**src/rtl/store_commit_buffer.sv**
```systemverilog
// Post-commit store buffer: holds committed stores in program order, drains them
// one at a time to data memory, and offers store-to-load forwarding to loads.
module store_commit_buffer #(
  parameter int ADDR_WIDTH = 32,
  parameter int DATA_WIDTH = 32,
  parameter int DEPTH      = 8
) (
  input  logic                    clk,
  input  logic                    rst_n,
  input  logic                    commit_valid,
  output logic                    commit_ready,
  input  logic [ADDR_WIDTH-1:0]   commit_addr,
  input  logic [DATA_WIDTH-1:0]   commit_data,
  input  logic [2:0]              commit_funct3,
  output logic                    mem_req_valid,
  input  logic                    mem_req_ready,
  output logic [ADDR_WIDTH-1:0]   mem_addr,
  output logic [DATA_WIDTH-1:0]   mem_wdata,
  output logic [DATA_WIDTH/8-1:0] mem_wstrb,
  input  logic                    mem_ack,
  input  logic [ADDR_WIDTH-1:0]   fwd_addr,
  input  logic [2:0]              fwd_funct3,
  output logic                    fwd_hit,
  output logic [DATA_WIDTH-1:0]   fwd_data,
  output logic                    fwd_stall,
  output logic                    empty
);

  localparam int STRB_W = DATA_WIDTH / 8;
  localparam int IDX_W  = $clog2(DEPTH);
  localparam int PTR_W  = IDX_W + 1;

  typedef enum logic [1:0] {S_IDLE, S_REQ, S_WAIT} state_e;

  function automatic logic [STRB_W-1:0] strb_of(input logic [1:0] offs,
                                                 input logic [1:0] size);
    case (size)
      2'd0:    strb_of = STRB_W'(1) << offs;
      2'd1:    strb_of = STRB_W'(3) << {offs[1], 1'b0};
      default: strb_of = '1;
    endcase
  endfunction

  // Entry storage
  logic [ADDR_WIDTH-1:0] addr_q [DEPTH];
  logic [DATA_WIDTH-1:0] data_q [DEPTH];
  logic [1:0]            size_q [DEPTH];

  logic [PTR_W-1:0] head_q, head_d, tail_q, tail_d, count;
  state_e           state_q, state_d;
  logic             fifo_empty, full, push, pop;
  logic [IDX_W-1:0] head_idx;
  logic [ADDR_WIDTH-1:0] head_addr;

  logic             unused_bits;
  assign unused_bits = ^{commit_funct3[2], fwd_funct3[2]};

  assign head_idx   = head_q[IDX_W-1:0];
  assign head_addr  = addr_q[head_idx];
  assign count      = tail_q - head_q;
  assign fifo_empty = (head_q == tail_q);
  assign full       = (head_q[IDX_W-1:0] == tail_q[IDX_W-1:0]) &&
                      (head_q[IDX_W] != tail_q[IDX_W]);
  assign commit_ready = !full;
  // A pop on a full cycle still refuses the push: readiness looks only at state.
  assign push = commit_valid && !full;
  assign pop  = (state_q == S_WAIT) && mem_ack;

  always_comb begin
    head_d = head_q;
    tail_d = tail_q;
    if (push) tail_d = tail_q + PTR_W'(1);
    if (pop)  head_d = head_q + PTR_W'(1);
  end

  always_ff @(posedge clk or negedge rst_n) begin
    if (!rst_n) begin
      head_q <= '0;
      tail_q <= '0;
    end else begin
      head_q <= head_d;
      tail_q <= tail_d;
    end
  end

  // NOTE: entry storage has no reset; pointers alone decide which slots are valid,
  // and leaving the array unreset keeps it a plain register file.
  always_ff @(posedge clk) begin
    if (push) begin
      addr_q[tail_q[IDX_W-1:0]] <= commit_addr;
      data_q[tail_q[IDX_W-1:0]] <= commit_data;
      size_q[tail_q[IDX_W-1:0]] <= commit_funct3[1:0];
    end
  end

  // Drain FSM: state register
  always_ff @(posedge clk or negedge rst_n) begin
    if (!rst_n) state_q <= S_IDLE;
    else        state_q <= state_d;
  end

  // Drain FSM: next state
  always_comb begin
    state_d = state_q;
    case (state_q)
      S_IDLE: if (!fifo_empty) state_d = S_REQ;
      S_REQ:  if (mem_req_ready) state_d = S_WAIT;
      S_WAIT: if (mem_ack) state_d = (count > PTR_W'(1) || push) ? S_REQ : S_IDLE;
      default: state_d = S_IDLE;
    endcase
  end

  // Drain FSM: outputs. Head fields cannot change before the ack pops the head.
  always_comb begin
    mem_req_valid = 1'b0;
    mem_addr      = '0;
    mem_wdata     = '0;
    mem_wstrb     = '0;
    if (state_q == S_REQ) begin
      mem_req_valid = 1'b1;
      mem_addr      = {head_addr[ADDR_WIDTH-1:2], 2'b00};
      mem_wdata     = data_q[head_idx] << {head_addr[1:0], 3'b000};
      mem_wstrb     = strb_of(head_addr[1:0], size_q[head_idx]);
    end
  end

  assign empty = fifo_empty && (state_q == S_IDLE);

  // Forwarding: walk oldest to youngest so the youngest overlapping store wins.
  logic [STRB_W-1:0]     load_strb;
  logic [IDX_W-1:0]      scan_idx;
  logic                  ovl_found, ovl_exact;
  logic [DATA_WIDTH-1:0] ovl_data;

  assign load_strb = strb_of(fwd_addr[1:0], fwd_funct3[1:0]);

  always_comb begin
    scan_idx  = '0;
    ovl_found = 1'b0;
    ovl_exact = 1'b0;
    ovl_data  = '0;
    for (int k = 0; k < DEPTH; k++) begin
      scan_idx = head_idx + IDX_W'(k);
      if ((PTR_W'(k) < count) &&
          (addr_q[scan_idx][ADDR_WIDTH-1:2] == fwd_addr[ADDR_WIDTH-1:2]) &&
          ((strb_of(addr_q[scan_idx][1:0], size_q[scan_idx]) & load_strb) != '0)) begin
        ovl_found = 1'b1;
        ovl_exact = (addr_q[scan_idx] == fwd_addr) &&
                    (size_q[scan_idx] == fwd_funct3[1:0]);
        ovl_data  = data_q[scan_idx];
      end
    end
  end

  assign fwd_hit   = ovl_found && ovl_exact;
  assign fwd_stall = ovl_found && !ovl_exact;
  assign fwd_data  = fwd_hit ? ovl_data : '0;

endmodule
```
**config.mk**
```make
export PLATFORM = sky130hd
export DESIGN_NAME = store_commit_buffer
export DESIGN_NICKNAME = d
export VERILOG_FILES = /design/src/rtl/store_commit_buffer.sv
export SDC_FILE = /design/constraint.sdc
export NUM_CORES = 2
export LEC_CHECK = 0
export BUFFER_PORTS_ARGS = -buffer_cell sky130_fd_sc_hd__buf_2
export CORE_MARGIN = 2
export CORE_UTILIZATION = 58
export DETAILED_ROUTE_END_ITERATION = 7
export GPL_ROUTABILITY_DRIVEN = 0
export PLACE_DENSITY = 0.79
export SLEW_MARGIN = 10
export SYNTH_ARGS = -nofsm -noshare
export SYNTH_HDL_FRONTEND = slang
export SYNTH_SLANG_ARGS = --single-unit
```
**constraint.sdc**
```tcl
create_clock -name clk -period 7.5 [get_ports clk]
set_clock_uncertainty 0.05 [all_clocks]
set_input_delay 1.5 -clock clk [delete_from_list [all_inputs] [get_ports clk]]
set_output_delay 1.5 -clock clk [all_outputs]
set_load 0.005 [all_outputs]
```
==> PnR_summary.wiki <==
{| class="wikitable"
! Metric !! Value
|-
| Violations in the final reports || setup timing
|-
| DR WL/cell || around 31 um
|-
| Number of register bits inferred by synthesis || 538
|-
| Commonest register cell after synthesis || sky130_fd_sc_hd__edfxtp_1
|-
| PD cells || ~530 mW/mm2
|-
| Power share of the clock group || 0.116
|-
| Starting density of the core || 0.584
|-
| Setup Crit Path Kind || reg2out
|-
| Sequential area share after synthesis || 0.358
|-
| Die footprint || roughly 0.08 mm2
|-
| Core Rows || 102
|-
| Synth area leaders || sky130_fd_sc_hd__edfxtp_1, sky130_fd_sc_hd__mux4_2, sky130_fd_sc_hd__mux2i_1, sky130_fd_sc_hd__xnor2_1, sky130_fd_sc_hd__nand2_1
|-
| Type of element launching the critical path || flop
|-
| Combinational fraction of design power || 0.720
|-
| Depth of the CTS H-tree || 2
|-
| Reported leakage power || 17.1 nW
|-
| Share of synthesized cell area in full adder, half adder and majority cells || 0.00239
|-
| Post-Synthesis Mean Instance Area || approximately 12 um2
|-
| Final cell count without fillers || about 4800
|-
| Number of global-route vias before repair || around 34000
|-
| Depth of the worst register-to-register path || 9
|-
| Final design utilization || 0.642
|-
| Hold Buf Count CTS || 0
|-
| Number of violations reported at the end of detailed-routing iteration 0 || between 6000 and 7000
|-
| Floorplan die width || roughly 280 um
|-
| Number of violations of the max-capacitance limit || 0
|-
| Fraction of synthesized area in multiplexers || 0.381
|-
| Sequential Power Share || 0.165
|-
| Vias after detailed routing || approximately 37000
|-
| Antenna violations before repair || 34
|-
| Routed Wire Length || between 100000 and 150000 um
|-
| Synth Area in XOR/XNOR || 0.0562
|-
| Share of final-layout standard cells stronger than drive strength 1 || 0.303
|-
| Synth top area share || 0.352
|-
| Required time at the worst-slack endpoint || approximately 6000 ps
|-
| Library cell with the highest instance count after synthesis || sky130_fd_sc_hd__mux4_2
|-
| Largest voltage drop on the vdd net || around 0.00059 V
|-
| Final Hold Viols || 0
|-
| Clk sink count || approximately 540
|-
| Final clock period utilization by the worst path || 1.01
|-
| Tmin final || approximately 7600 ps
|-
| All-Layer GR Usage || 0.364
|-
| Status || finished with violations
|-
| Skew-Pair Late Insertion Delay || about 700 ps
|-
| RSZ-0062 raised after global routing || true
|-
| Class of the worst hold path || reg2reg
|-
| Sum of overflow across all layers after global routing || 0
|-
| CP Capture Type || primary output
|-
| Input/output buffers || ~210
|-
| Switching portion of total power || 0.479
|-
| Relative slew slack || 0.249
|-
| TritonCTS clock tree || built
|-
| Total standard cell area after synthesis || 0.0450 mm2
|-
| Number of distinct standard cells referenced by the synthesized netlist || 74
|-
| Clock edge transition at the registers on the reported setup and hold paths || around 70 ps
|-
| Core Footprint || 0.0771 mm2
|-
| Largest net degree at the start of global routing || 143
|-
| Proportion of register bits with asynchronous set or reset after synthesis || 0.0186
|-
| Library cell occupying the most area in the post-synthesis netlist || sky130_fd_sc_hd__edfxtp_1
|-
| Final slew viol count || 0
|-
| Transition time of the tightest slew-check pin || 1130 ps
|-
| Count of flip-flops with a built-in enable after synthesis || 528
|-
| Setup TNS Final || -288 ps
|-
| Arrival time reported for the critical path endpoint || between 6000 and 7000 ps
|-
| Yosys Warn Count || 0
|-
| CTS Buf Count || between 50 and 60
|-
| CP max FO || 33
|-
| Peak clock frequency supported by timing || about 130 MHz
|-
| Post-detailed-route via-to-cell ratio || ~7.7
|-
| Cells after synthesis || approximately 3600
|-
| Main combinational cell family by area after synthesis || multiplexers
|-
| Simple-gate area share of the yosys netlist || 0.0888
|-
| Bufs on Longest Clock Path || 3
|-
| Count of unresolved DRC violations after routing || 0
|-
| Root Buffer Master || sky130_fd_sc_hd__clkbuf_16
|-
| Placed Cells incl. Taps || between 4000 and 5000
|-
| Number of instances on the worst hold path || 1
|-
| Sw power || between 10 and 15 mW
|-
| Top-Level Pins || about 210
|-
| Die Height || between 200 and 300 um
|-
| Synth Area in Compound Gates || 0.0742
|-
| Internal power component || 13.7 mW
|-
| Commonest cells in the netlist || sky130_fd_sc_hd__mux4_2, sky130_fd_sc_hd__edfxtp_1, sky130_fd_sc_hd__nand2_1
|-
| Global-route wire length before repair || ~220000 um
|-
| Final HPWL from detailed placement || 95200 um
|-
| Final worst setup slack || -92.1 ps
|-
| Layout overhead on the synthesized area || 9.97%
|-
| Final ANT Viol Nets || 0
|-
| Fin nets || roughly 3800
|-
| Final setup viols || 8
|-
| First-pass DRT Iterations || 7
|}
-- power by group through the flow --
| stage | Combinational, mW | Sequential [mW] | Clock [mW] |
|---|---|---|---|
| finish | 18.9 | 4.33 | 3.03 |
| global route | 19.6 | 4.37 | 3.15 |
| detailed placement | 17.6 | 4.35 | 0 |
| global placement | 17.3 | 4.30 | 0 |
| CTS | 17.9 | 4.30 | 3.04 |
| floorplan | 13.3 | 4.19 | 0 |
-- area by class of cell --
class                      instances  area (um2)
inverter                          19        75.1
sequential                       538       16100
clock buffer                      62        1470
timing repair buffer             339        2470
antenna                           23        57.6
multi-input combinational       2722       27500
tap                             1040        1300
clock inverter                    48         536
fill                            5581       27600
-- path summary, 6_finish.rpt --
check	startpoint	to	slack [ps]
worst max-delay path	head_q[1]$_DFFE_PN0P_	fwd_data[27]	-90
worst min-delay path	tail_q[3]$_DFFE_PN0P_	tail_q[3]$_DFFE_PN0P_	450
worst max register to register	head_q[2]$_DFFE_PN0P_	data_q[2][23]$_DFFE_PP_	3240
worst min register to register	tail_q[3]$_DFFE_PN0P_	tail_q[3]$_DFFE_PN0P_	450
max in group asynchronous	rst_n	head_q[2]$_DFFE_PN0P_	6550
min in group asynchronous	rst_n	head_q[1]$_DFFE_PN0P_	620
-- per-stage QoR --
step	hold slack (ps)	instance area (um2)	setup slack [ps]	power, mW
after global placement	423	46900	526	21.6
after CTS	442	49100	21.4	25.2
after global routing	464	49500	-37.9	27.1
after detailed placement	429	46900	463	22.0
final	449	49500	-92.1	26.3
after floorplan	410	45000	606	17.5
-- kinds of logic (layout without fill, tap and decap cells) --
| kind of cell | Yosys count | after routing |
|---|---|---|
| AND/OR/NAND/NOR | 924 | 924 |
| multiplexers | 1009 | 1009 |
| other | 1 | 25 |
| flip-flops | 538 | 538 |
| buffers and inverters | 360 | 468 |
| XOR/XNOR | 288 | 288 |
| adder cells (fa/ha/maj) | 8 | 8 |
| AO/OA/AOI/OAI | 491 | 491 |
-- worst max-delay path, cell delays in order (launching register included) --
cell and delay [ps]:
sky130_fd_sc_hd__dfrtp_4 560, sky130_fd_sc_hd__ha_4 410, sky130_fd_sc_hd__buf_12 150, sky130_fd_sc_hd__buf_12 220
sky130_fd_sc_hd__mux4_2 350, sky130_fd_sc_hd__mux2i_1 210, sky130_fd_sc_hd__xnor2_1 120, sky130_fd_sc_hd__nor4_1 710
sky130_fd_sc_hd__nand3_1 270, sky130_fd_sc_hd__or4_2 800, sky130_fd_sc_hd__nor2b_1 350, sky130_fd_sc_hd__a31o_2 420
sky130_fd_sc_hd__buf_4 240, sky130_fd_sc_hd__a221oi_1 310, sky130_fd_sc_hd__buf_2 190
-- state kept, by name, indices dropped and copies added (netlist names) --
| signal | flops |
|---|---|
| state_q | 2 |
| size_q | 16 |
| addr_q | 256 |
| head_q | 4 |
| tail_q | 4 |
| data_q | 256 |
-- routing by layer --
metal  global-route usage  up-vias  routed length (um)
met5              0.00305        -                 167
li1                     -    14600                   -
met1                0.472    17900               49100
met3                0.142      722               25500
met4                0.208       26                9640
met2                0.524     3475               65600
-- cells in the final DEF (no fill, tap or decap), types with 8 or more instances in the layout --
master,instances
sky130_fd_sc_hd__xnor2_1,213
sky130_fd_sc_hd__buf_4,97
sky130_fd_sc_hd__xor2_1,60
sky130_fd_sc_hd__a22oi_1,21
sky130_fd_sc_hd__mux2_2,76
sky130_fd_sc_hd__a221oi_1,27
sky130_fd_sc_hd__nor4_1,23
sky130_fd_sc_hd__diode_2,23
sky130_fd_sc_hd__mux4_2,555
sky130_fd_sc_hd__nor2_1,261
sky130_fd_sc_hd__o211a_1,25
sky130_fd_sc_hd__clkinv_4,8
sky130_fd_sc_hd__clkinv_1,10
sky130_fd_sc_hd__a21oi_1,97
sky130_fd_sc_hd__nand2b_1,19
sky130_fd_sc_hd__nor3_1,17
sky130_fd_sc_hd__nand2_1,431
sky130_fd_sc_hd__buf_2,207
sky130_fd_sc_hd__o21ai_0,87
sky130_fd_sc_hd__edfxtp_1,528
sky130_fd_sc_hd__or3_1,12
sky130_fd_sc_hd__nand3b_1,8
sky130_fd_sc_hd__o221ai_1,31
sky130_fd_sc_hd__nand3_1,54
sky130_fd_sc_hd__xnor2_2,13
sky130_fd_sc_hd__nand4_1,42
sky130_fd_sc_hd__o31ai_1,27
sky130_fd_sc_hd__o22ai_1,71
sky130_fd_sc_hd__inv_1,16
sky130_fd_sc_hd__mux2i_1,377
sky130_fd_sc_hd__buf_12,19
sky130_fd_sc_hd__clkbuf_16,62
sky130_fd_sc_hd__a31oi_1,10
sky130_fd_sc_hd__o211ai_1,43
sky130_fd_sc_hd__clkinv_2,11
-- timing repair --
action                     CTS  global route
hold endpoints to repair     0             0
gates resized for setup      6            27
gates cloned                 0             4
buffers inserted             6            11
setup endpoints to repair   33            33
pin swaps                    3             3
(Power assumes the default switching activity.)
